$ cat src/rtl/apb_uart_pkg.sv
`default_nettype none
// +----------------------------------------------------------------------+
// | apb_uart_pkg : shared types, register offsets and access decode       |
// | Rev 1.0                                                              |
// +----------------------------------------------------------------------+
package apb_uart_pkg;

  typedef enum logic [2:0] {
    ST_IDLE    = 3'd0,
    ST_DECODE  = 3'd1,
    ST_WR_WAIT = 3'd2,
    ST_WR_DONE = 3'd3,
    ST_RD_POP  = 3'd4,
    ST_RD_CAP  = 3'd5,
    ST_RESP    = 3'd6
  } state_t;

  typedef enum logic [1:0] {
    ACC_TX     = 2'd0,
    ACC_RX     = 2'd1,
    ACC_STATUS = 2'd2,
    ACC_BAD    = 2'd3
  } acc_t;

  localparam logic [3:0] TXDATA_OFF      = 4'h0;
  localparam logic [3:0] RXDATA_OFF      = 4'h4;
  localparam logic [3:0] STATUS_OFF      = 4'h8;
  localparam int         DEFAULT_TIMEOUT = 255;

  // Direction is part of the decode: TXDATA is write-only, the others read-only.
  function automatic acc_t decode_access(input logic [3:0] off, input logic write);
    case (off)
      TXDATA_OFF: return write ? ACC_TX : ACC_BAD;
      RXDATA_OFF: return write ? ACC_BAD : ACC_RX;
      STATUS_OFF: return write ? ACC_BAD : ACC_STATUS;
      default:    return ACC_BAD;
    endcase
  endfunction

endpackage
`default_nettype wire

$ cat src/rtl/apb_uart_slave_if.sv
`default_nettype none
// +----------------------------------------------------------------------+
// | apb_uart_slave_if : APB3 bus bundle between CPU fabric and completer  |
// | Rev 1.0                                                              |
// +----------------------------------------------------------------------+
interface apb_uart_slave_if #(
  parameter int WIDTH = 32
);
  logic             PSEL;
  logic             PENABLE;
  logic             PWRITE;
  logic [WIDTH-1:0] PADDR;
  logic [WIDTH-1:0] PWDATA;
  logic [1:0]       PSTRB;
  logic [WIDTH-1:0] PRDATA;
  logic             PREADY;
  logic             PSLVERR;

  modport master (
    output PSEL, PENABLE, PWRITE, PADDR, PWDATA, PSTRB,
    input  PRDATA, PREADY, PSLVERR
  );

  modport slave (
    input  PSEL, PENABLE, PWRITE, PADDR, PWDATA, PSTRB,
    output PRDATA, PREADY, PSLVERR
  );
endinterface
`default_nettype wire

$ cat src/rtl/apb_wait_timer.sv
`default_nettype none
// +----------------------------------------------------------------------+
// | apb_wait_timer : 8-bit wait-state counter with terminal-count flag    |
// | Rev 1.0                                                              |
// +----------------------------------------------------------------------+
module apb_wait_timer #(
  parameter int TIMEOUT = 255
) (
  input  logic clk,
  input  logic rst_n,
  input  logic clr,
  input  logic en,
  output logic tc
);
  // tc flags the last permitted wait cycle, so the FSM leaves after TIMEOUT waits.
  localparam logic [7:0] C_TC_VAL = 8'(TIMEOUT - 1);

  logic [7:0] r_count;

  always_ff @(posedge clk or negedge rst_n) begin
    if (!rst_n)   r_count <= 8'd0;
    else if (clr) r_count <= 8'd0;
    else if (en)  r_count <= r_count + 8'd1;
  end

  assign tc = (r_count == C_TC_VAL);
endmodule
`default_nettype wire

$ cat src/rtl/apb_uart_slave.sv
`default_nettype none
// +----------------------------------------------------------------------+
// | apb_uart_slave : APB3 completer translating bus transfers to UART     |
// | slave strobes with wait states, RX pops and error responses. Rev 1.0  |
// +----------------------------------------------------------------------+
module apb_uart_slave
  import apb_uart_pkg::*;
#(
  parameter int WIDTH   = 32,
  parameter int TIMEOUT = DEFAULT_TIMEOUT
) (
  input  logic             clk,
  input  logic             rst_n,
  apb_uart_slave_if.slave  apb,
  output logic [WIDTH-1:0] SLVADDR,
  output logic [WIDTH-1:0] SLVWDATA,
  output logic [1:0]       SLVSTRB,
  output logic             SLVWRITE,
  output logic             PSEL_UART,
  output logic             SLVstore_done,
  output logic             Rd_en,
  input  logic             UART_READY,
  input  logic             store_finished,
  input  logic             UART_LOAD_READY,
  input  logic             rd_empty_rx,
  input  logic [WIDTH-1:0] rd_data,
  input  logic [31:0]      UART_Regs_out
);
  state_t r_state, w_state_nxt;
  logic   r_write;
  logic   r_err, w_err_nxt;
  acc_t   w_acc;
  logic   w_tc, w_cnt_clr, w_cnt_en;
  logic   w_setup;
  logic   w_unused_load_ready;

  assign w_acc               = decode_access(SLVADDR[3:0], r_write);
  assign w_setup             = apb.PSEL && !apb.PENABLE;
  assign w_unused_load_ready = UART_LOAD_READY;

  apb_wait_timer #(.TIMEOUT(TIMEOUT)) u_timer (
    .clk   (clk),
    .rst_n (rst_n),
    .clr   (w_cnt_clr),
    .en    (w_cnt_en),
    .tc    (w_tc)
  );

  always_ff @(posedge clk or negedge rst_n) begin
    if (!rst_n) r_state <= ST_IDLE;
    else        r_state <= w_state_nxt;
  end

  // Losing PSEL mid-transfer abandons it silently from every waiting state.
  always_comb begin
    w_state_nxt = r_state;
    w_err_nxt   = r_err;
    case (r_state)
      ST_IDLE: begin
        w_err_nxt = 1'b0;
        if (w_setup) w_state_nxt = ST_DECODE;
      end
      ST_DECODE: begin
        if (!apb.PSEL) w_state_nxt = ST_IDLE;
        else begin
          case (w_acc)
            ACC_TX: begin
              if (UART_READY) w_state_nxt = ST_WR_WAIT;
              else if (w_tc) begin
                w_state_nxt = ST_RESP;
                w_err_nxt   = 1'b1;
              end
            end
            ACC_RX: begin
              if (rd_empty_rx) begin
                w_state_nxt = ST_RESP;
                w_err_nxt   = 1'b1;
              end else begin
                w_state_nxt = ST_RD_POP;
              end
            end
            ACC_STATUS: begin
              w_state_nxt = ST_RESP;
              w_err_nxt   = 1'b0;
            end
            default: begin
              w_state_nxt = ST_RESP;
              w_err_nxt   = 1'b1;
            end
          endcase
        end
      end
      ST_WR_WAIT: begin
        if (!apb.PSEL)          w_state_nxt = ST_IDLE;
        else if (store_finished) w_state_nxt = ST_WR_DONE;
        else if (w_tc) begin
          w_state_nxt = ST_RESP;
          w_err_nxt   = 1'b1;
        end
      end
      ST_WR_DONE: begin
        w_state_nxt = apb.PSEL ? ST_RESP : ST_IDLE;
        w_err_nxt   = 1'b0;
      end
      ST_RD_POP: w_state_nxt = apb.PSEL ? ST_RD_CAP : ST_IDLE;
      ST_RD_CAP: begin
        w_state_nxt = apb.PSEL ? ST_RESP : ST_IDLE;
        w_err_nxt   = 1'b0;
      end
      ST_RESP:   w_state_nxt = ST_IDLE;
      default:   w_state_nxt = ST_IDLE;
    endcase
  end

  always_comb begin
    SLVWRITE      = 1'b0;
    PSEL_UART     = 1'b0;
    SLVstore_done = 1'b0;
    Rd_en         = 1'b0;
    apb.PREADY    = 1'b0;
    apb.PSLVERR   = 1'b0;
    w_cnt_clr     = (r_state == ST_IDLE);
    w_cnt_en      = 1'b0;
    case (r_state)
      ST_DECODE: begin
        SLVWRITE  = apb.PSEL && (w_acc == ACC_TX) && UART_READY;
        PSEL_UART = apb.PSEL && ((w_acc == ACC_TX) || ((w_acc == ACC_RX) && !rd_empty_rx));
        w_cnt_en  = apb.PSEL && (w_acc == ACC_TX) && !UART_READY;
      end
      ST_WR_WAIT: begin
        SLVWRITE  = apb.PSEL;
        PSEL_UART = apb.PSEL;
        w_cnt_en  = apb.PSEL && !store_finished;
      end
      ST_WR_DONE: begin
        SLVstore_done = apb.PSEL;
        PSEL_UART     = apb.PSEL;
      end
      ST_RD_POP: begin
        Rd_en     = apb.PSEL;
        PSEL_UART = apb.PSEL;
      end
      ST_RD_CAP: PSEL_UART = apb.PSEL;
      ST_RESP: begin
        apb.PREADY  = 1'b1;
        apb.PSLVERR = r_err;
      end
      default: ;
    endcase
  end

  // PRDATA is cleared on every new setup so failed and write transfers return zero.
  always_ff @(posedge clk or negedge rst_n) begin
    if (!rst_n) begin
      SLVADDR    <= '0;
      SLVWDATA   <= '0;
      SLVSTRB    <= 2'b00;
      r_write    <= 1'b0;
      r_err      <= 1'b0;
      apb.PRDATA <= '0;
    end else begin
      r_err <= w_err_nxt;
      if (r_state == ST_IDLE && w_setup) begin
        SLVADDR    <= apb.PADDR;
        SLVWDATA   <= apb.PWDATA;
        SLVSTRB    <= apb.PSTRB;
        r_write    <= apb.PWRITE;
        apb.PRDATA <= '0;
      end else if (r_state == ST_DECODE && apb.PSEL && w_acc == ACC_STATUS) begin
        apb.PRDATA <= WIDTH'(UART_Regs_out);
      end else if (r_state == ST_RD_CAP && apb.PSEL) begin
        apb.PRDATA <= rd_data;
      end
    end
  end
endmodule
`default_nettype wire

$ cat src/flat_wrapper.sv
// flat-port wrapper written by rule: the top's interface ports become plain ports
module apb_uart_slave_flat import apb_uart_pkg::*;
#(
  parameter int WIDTH   = 32,
  parameter int TIMEOUT = DEFAULT_TIMEOUT
)
  (clk, rst_n, SLVADDR, SLVWDATA, SLVSTRB, SLVWRITE, PSEL_UART, SLVstore_done, Rd_en, UART_READY, store_finished, UART_LOAD_READY, rd_empty_rx, rd_data, UART_Regs_out, apb_PSEL, apb_PENABLE, apb_PWRITE, apb_PADDR, apb_PWDATA, apb_PSTRB, apb_PRDATA, apb_PREADY, apb_PSLVERR);
  apb_uart_slave_if #(.WIDTH(WIDTH)) apb_i ();
  input  logic clk;
  input  logic rst_n;
  output logic [WIDTH-1:0] SLVADDR;
  output logic [WIDTH-1:0] SLVWDATA;
  output logic [1:0] SLVSTRB;
  output logic SLVWRITE;
  output logic PSEL_UART;
  output logic SLVstore_done;
  output logic Rd_en;
  input  logic UART_READY;
  input  logic store_finished;
  input  logic UART_LOAD_READY;
  input  logic rd_empty_rx;
  input  logic [WIDTH-1:0] rd_data;
  input  logic [31:0] UART_Regs_out;
  input wire logic [$bits(apb_i.PSEL)-1:0] apb_PSEL;
  input wire logic [$bits(apb_i.PENABLE)-1:0] apb_PENABLE;
  input wire logic [$bits(apb_i.PWRITE)-1:0] apb_PWRITE;
  input wire logic [$bits(apb_i.PADDR)-1:0] apb_PADDR;
  input wire logic [$bits(apb_i.PWDATA)-1:0] apb_PWDATA;
  input wire logic [$bits(apb_i.PSTRB)-1:0] apb_PSTRB;
  output wire logic [$bits(apb_i.PRDATA)-1:0] apb_PRDATA;
  output wire logic [$bits(apb_i.PREADY)-1:0] apb_PREADY;
  output wire logic [$bits(apb_i.PSLVERR)-1:0] apb_PSLVERR;
  assign apb_i.PSEL = apb_PSEL;
  assign apb_i.PENABLE = apb_PENABLE;
  assign apb_i.PWRITE = apb_PWRITE;
  assign apb_i.PADDR = apb_PADDR;
  assign apb_i.PWDATA = apb_PWDATA;
  assign apb_i.PSTRB = apb_PSTRB;
  assign apb_PRDATA = apb_i.PRDATA;
  assign apb_PREADY = apb_i.PREADY;
  assign apb_PSLVERR = apb_i.PSLVERR;
  apb_uart_slave #(.WIDTH(WIDTH), .TIMEOUT(TIMEOUT)) u_core (.clk(clk), .rst_n(rst_n), .apb(apb_i), .SLVADDR(SLVADDR), .SLVWDATA(SLVWDATA), .SLVSTRB(SLVSTRB), .SLVWRITE(SLVWRITE), .PSEL_UART(PSEL_UART), .SLVstore_done(SLVstore_done), .Rd_en(Rd_en), .UART_READY(UART_READY), .store_finished(store_finished), .UART_LOAD_READY(UART_LOAD_READY), .rd_empty_rx(rd_empty_rx), .rd_data(rd_data), .UART_Regs_out(UART_Regs_out));
endmodule
$ cat config.mk
export PLATFORM = sky130hd
export DESIGN_NAME = apb_uart_slave_flat
export DESIGN_NICKNAME = d
export VERILOG_FILES = /design/src/rtl/apb_uart_pkg.sv /design/src/rtl/apb_uart_slave_if.sv /design/src/rtl/apb_wait_timer.sv /design/src/rtl/apb_uart_slave.sv /design/src/flat_wrapper.sv
export SDC_FILE = /design/constraint.sdc
export NUM_CORES = 1
export LEC_CHECK = 0
export ABC_AREA = 1
export BUFFER_PORTS_ARGS = -buffer_cell sky130_fd_sc_hd__buf_2
export CORE_MARGIN = 1.5
export CORE_UTILIZATION = 42
export CTS_CLUSTER_DIAMETER = 30
export CTS_CLUSTER_SIZE = 12
export DETAILED_ROUTE_END_ITERATION = 8
export GPL_ROUTABILITY_DRIVEN = 0
export PLACE_DENSITY_LB_ADDON = 0.15
export SETUP_SLACK_MARGIN = 0.15
export SYNTH_ARGS = -nofsm -noshare
export SYNTH_HDL_FRONTEND = slang
export SYNTH_SLANG_ARGS = --single-unit
$ cat constraint.sdc
create_clock -name clk -period 1.7 [get_ports clk]
set_clock_uncertainty 0.1 [all_clocks]
set_input_delay 0.255 -clock clk [delete_from_list [all_inputs] [get_ports clk]]
set_output_delay 0.255 -clock clk [all_outputs]
set_load 0.03 [all_outputs]
======== Word-level counts from Yosys, hierarchy flattened ========
Cells that the tools add are included.
word-level totals
  word-level logic and storage cells ...... 87
  input bits .............................. 139
  output and inout port bits .............. 104
  register bits ........................... 111
operators by class
  add/sub/neg operators ................... 1
  eq/ne operators ......................... 17
  reductions and logical operators ........ 26
  muxes and demuxes ....................... 35
operator list
  kind                                           count
  2-to-1 mux 32 bit                              3
  2-to-1 mux 3 bit                               8
  2-to-1 mux 8 bit                               2
  one-hot mux 3 bit (5 select lines)             1
  logical AND 1 bit                              11
  2-to-1 mux 1 bit                               11
  == test 3 bit, second input constant           3
  adder 8 x 1 -> 8 bit, second input constant    1
  == test 8 bit, second input constant           1
  == test 3 x 2 -> 1 bit, second input constant  2
  2-to-1 mux 2 bit                               3
  != test 2 bit, second input constant           3
  != test 3 bit, second input constant           2
  one-hot mux 1 bit (2 select lines)             3
  one-hot mux 1 bit (3 select lines)             2
  one-hot mux 2 bit (3 select lines)             1
  one-hot mux 3 bit (2 select lines)             1
  AND reduction 6 bit                            1
  nonzero test 3 bit                             2
  == test 4 x 3 -> 1 bit, second input constant  1
  == test 4 bit, second input constant           1
  logical NOT 1 bit                              4
  logical NOT 4 bit                              1
  OR reduction 4 bit                             1
  10 further kinds                               10

======== Depth between registers and ports, before layout ========
  depth after elaboration ................. 8
  mapped depth ............................ 12

======== By module ========
Synthesis repeated with hierarchy kept, for this count alone.
unflattened totals
  cell total of the unflattened synthesis .. 671
  area, all modules ....................... 5,111.2 um^2
modules (own cells, without submodules)
  module          cells each  area an instance (um^2)  times used
  apb_uart_slave  613         4,652.0                  1
  apb_wait_timer  58          459.2                    1

======== Worst setup path before layout ========
OpenSTA, ideal clock, no wires.
  path type ............................... reg-to-output
  start ................................... reg u_core.r_state[0]
  end ..................................... out apb_PSLVERR
  cell stages (with the launch flop) ...... 3
  slack ................................... -0.162 ns
  arrival time ............................ 1.507 ns
  buffers on the path ..................... 1
  cell sequence ........................... dfrtp_1 buf_2 nor4_1
on the way
  cells in the longest elaborated chain, start to end .. 2
RTL lines
  what                      RTL line               source
  start: declaration        apb_uart_slave.sv:29   state_t r_state, w_state_nxt;
  start signal: assignment  apb_uart_slave.sv:51   else r_state <= w_state_nxt;
  == test 3 bit             apb_uart_slave.sv:124  case (r_state)
  2-to-1 mux 1 bit          apb_uart_slave.sv:124
  end: declaration          flat_wrapper.sv:32     output wire logic [$bits(apb_i.PSLVERR)-1:0] apb_PSLVERR;
No other way between the ends.

======== Worst setup path after layout ========
  start ................................... reg u_core.SLVADDR[2]
  end ..................................... out PSEL_UART
on the way
  cells in the longest elaborated chain, start to end .. 7
  elaborated cells on any way between the ends .. 10
  those cells by class .................... 3 x eq/ne; 2 x mux; 5 x reduce/logical
RTL lines
  what                                         RTL line               source
  start: declaration                           apb_uart_slave.sv:15   output logic [WIDTH-1:0] SLVADDR,
  start signal: assignment                     apb_uart_slave.sv:164  SLVADDR <= apb.PADDR;
  == test 4 bit, or another cell as far along  apb_uart_pkg.sv:32     case (off)
  one-hot mux 2 bit (3 select lines) (*)       apb_uart_pkg.sv:32
  == test 2 x 1 -> 1 bit                       apb_uart_slave.sv:127  PSEL_UART = apb.PSEL && ((w_acc == ACC_TX) || ((w_acc == ACC_RX) && !rd_empty_rx));
  logical AND 1 bit                            apb_uart_slave.sv:127
  logical OR 1 bit (*)                         apb_uart_slave.sv:127
  logical AND 1 bit (*)                        apb_uart_slave.sv:127
  one-hot mux 1 bit (2 select lines) (*)       apb_uart_slave.sv:124
  end: declaration                             flat_wrapper.sv:15     output logic PSEL_UART;
Every way passes the cells marked *; elsewhere a longest branch is shown, timed or not.

==> results.toml <==
[status]
status = "complete, but fails checks"
violations = "negative setup slack"

[power_and_ir_drop]
p_per_area_mw_per_mm2 = 1744
power.total_mw = 17.35
p_leak_nw = 5.536
ir_worst_vdd_v = 0.001142

[clock_tree]
cts_root_buf = "clkbuf_16"
clock_path_buffers = 2
cts_max_level = 3
cts.clk_slew.worst_paths_ns = 0.08
clk_latency_ns = 0.36
numCtsBuffers = 9
cts_tree = "yes"
clock_sinks = 111

[logic_synthesis]
synthSimpleGateAreaFrac_pct = 31.72
yosysTopAreaCellShare_pct = 54.37
yosysWarnings = 0
yosysMostFrequentCell = "nand2_1"
synth_top_area_cell = "dfrtp_1"
synth.top_cells.by_area = "dfrtp_1, nand2_1, o211ai_1"
syn-instance-count = 649
ys.flop_type = "dfrtp_1"
postSynthAreaPerCell_um2 = 7.872
syn_nets = 790
synth_seq_area_share_pct = 54.37
synthXorXnorAreaFrac_pct = 0.5143
synth-edff-count = 0
synth_top_family_by_area = "simple AND/OR/NAND/NOR gates"
synth-compound-area-share_pct = 6.343
syn_area_mm2 = 0.005109
async_flop_share_pct = 100.0
ys_types = 23
muxShareOfSynthArea_pct = 0
synthAdderAreaFrac_pct = 0.4898
synth_common_cells = "nand2_1, dfrtp_1, inv_1"
ys_ff_latch = 111

[placed_design]
dp.cells = 1032
dp_hpwl_um = 10170
placed_cell_area_mm2 = 0.006703
place_ws_ns = 0.03164
port_buffers = 241

[drt]
vias_per_cell = 5.503
antenna_left = 0
met1_length_um = 8384
routedWlPerCell_um = 20.42
top_layer = "met4"
wl_um = 24340
drt-initial-drc-count = 538
wl_met3_um = 1887
num_vias = 6559
drc_errors = 0
wl_met2_um = 12350
drt-pass1-iter-count = 5

[cells_and_area]
nNetsFinal = 1181
layoutNonFillerInstCount = 1192
fin_area_mm2 = 0.009951
final_core_util_pct = 83.19
drive_gt1_share_pct = 54.21
area_delta_synth_final_pct = 94.78

[sta]
fin_setup_tns_ns = -27.54
post-route-period-util_pct = 122.2
rsz0062_at_grt = "true"
timing.fmax_mhz = 481.3
period_needed_ns = 2.078
setup_viol = 111
maxSlewHeadroom_pct = 72.88
drv_slew = 0
holdWs_ns = 0.006412
worst_pin_slew_ns = 0.4069
finalWorstSetupSlack_ns = -0.3777
finalHoldViolCount = 0

[flow_run]
maxCapViolCount = 0

[global_route]
grt_pass1_wl_um = 32490
grt_antenna_before_repair = 1
grt_max_degree = 47
grtUsageTotal_pct = 32.99
grt_pass1_vias = 6399
overflow = 0

[floorplan]
die_height_um = 113.3
die_x_um = 113.3
dieArea_mm2 = 0.01283
row_count = 40
start_util_pct = 42.71
io_pins = 243
coreArea_mm2 = 0.01196

[min_path]
hp-class = "input port to flip-flop"

[setup_path]
crit_type = "flip-flop to output port"
end_kind = "output port"
arrival_ns = 1.72
required_ns = 1.34
cp_max_fo = 3
cp-start-kind = "flip-flop"
report_power, final:
group,switching [mW],internal [mW]
sequential,0.883,3.85
clock,1.03,0.986
combinational,6.41,4.20
state kept, by name (all words and copies together), names as in the netlist:
| register | cells |
|---|---|
| u_core.SLVADDR | 32 |
| u_core.SLVSTRB | 2 |
| u_core.SLVWDATA | 32 |
| u_core.apb.PRDATA | 32 |
| u_core.r_err | 1 |
| u_core.r_state | 3 |
| u_core.r_write | 1 |
| u_core.u_timer.r_count | 8 |
worst max-delay path, stage by stage, from the launching register on:
cell,delay [ns]
dfrtp_2,0.40
inv_1,0.12
nor2_1,0.19
nand4_1,0.19
a21oi_2,0.20
nor2_2,0.06
nor2_4,0.08
buf_6,0.13
area by class of cell:
class                   count  area (um^2)
clock inverters             4        25.02
repair inverters            1        11.26
inverters                  55        232.7
fillers                   641         2011
multi-input cells         453         2808
flip-flops and latches    111         2784
repair buffers            409         3671
clock buffers              11        232.7
diodes                      1        2.502
well taps                 147        183.9
kinds of logic (layout without fill, tap and decap cells):
kind of cell	count (synthesis)	after routing
fa+ha+maj	2	2
flops	111	111
buf+inv	85	480
compound gates	47	47
xor+xnor	3	3
other cells	0	1
simple gates	401	401
per-layer routing:
metal  up-vias  track usage [%]
met2       445            58.02
met5         -                0
met4         0            20.33
li1       2836                -
met1      3141            36.58
met3       137            6.909
final timing paths:
path                                           startpoint                               to  slack, ns  depth (start not counted)
max                         u_core.SLVADDR[2]$_DFFE_PN0P_                        PSEL_UART      -0.38                          7
min                                         apb_PADDR[10]   u_core.SLVADDR[10]$_DFFE_PN0P_      0.006                          3
max reg2reg                 u_core.r_state[2]$_DFFE_PN0P_    u_core.SLVADDR[3]$_DFFE_PN0P_      -0.37                         13
min reg2reg                u_core.SLVADDR[23]$_DFFE_PN0P_   u_core.SLVADDR[23]$_DFFE_PN0P_       0.37                          2
max in group asynchronous                           rst_n    u_core.SLVADDR[5]$_DFFE_PN0P_       0.62                          3
min in group asynchronous                           rst_n  u_core.SLVWDATA[14]$_DFFE_PN0P_       0.26                          2
layout by cell type, fill, tap and decap left out, types with 14 or more instances in the layout:
cell,instances
nand3_1,23
buf_2,234
nand2_2,91
clkbuf_16,14
dfrtp_1,106
buf_16,26
nor2_1,21
o211ai_1,34
buf_6,44
nand2_4,37
dlygate4sd3_1,49
nand3_2,22
inv_1,44
buf_4,28
buf_12,20
nand2_1,177
repair_timing:
item / 4_1_cts / 5_1_grt
pin swaps: 40 / 50
hold endpoints to repair: 72 / 0
setup buffers: 47 / 13
endpoints found under the setup margin: 115 / 117
gates cloned: 30 / 5
gates resized for setup: 172 / 158
hold buffers: 49 / 0
No activity file was read; power rests on OpenSTA's default activity.
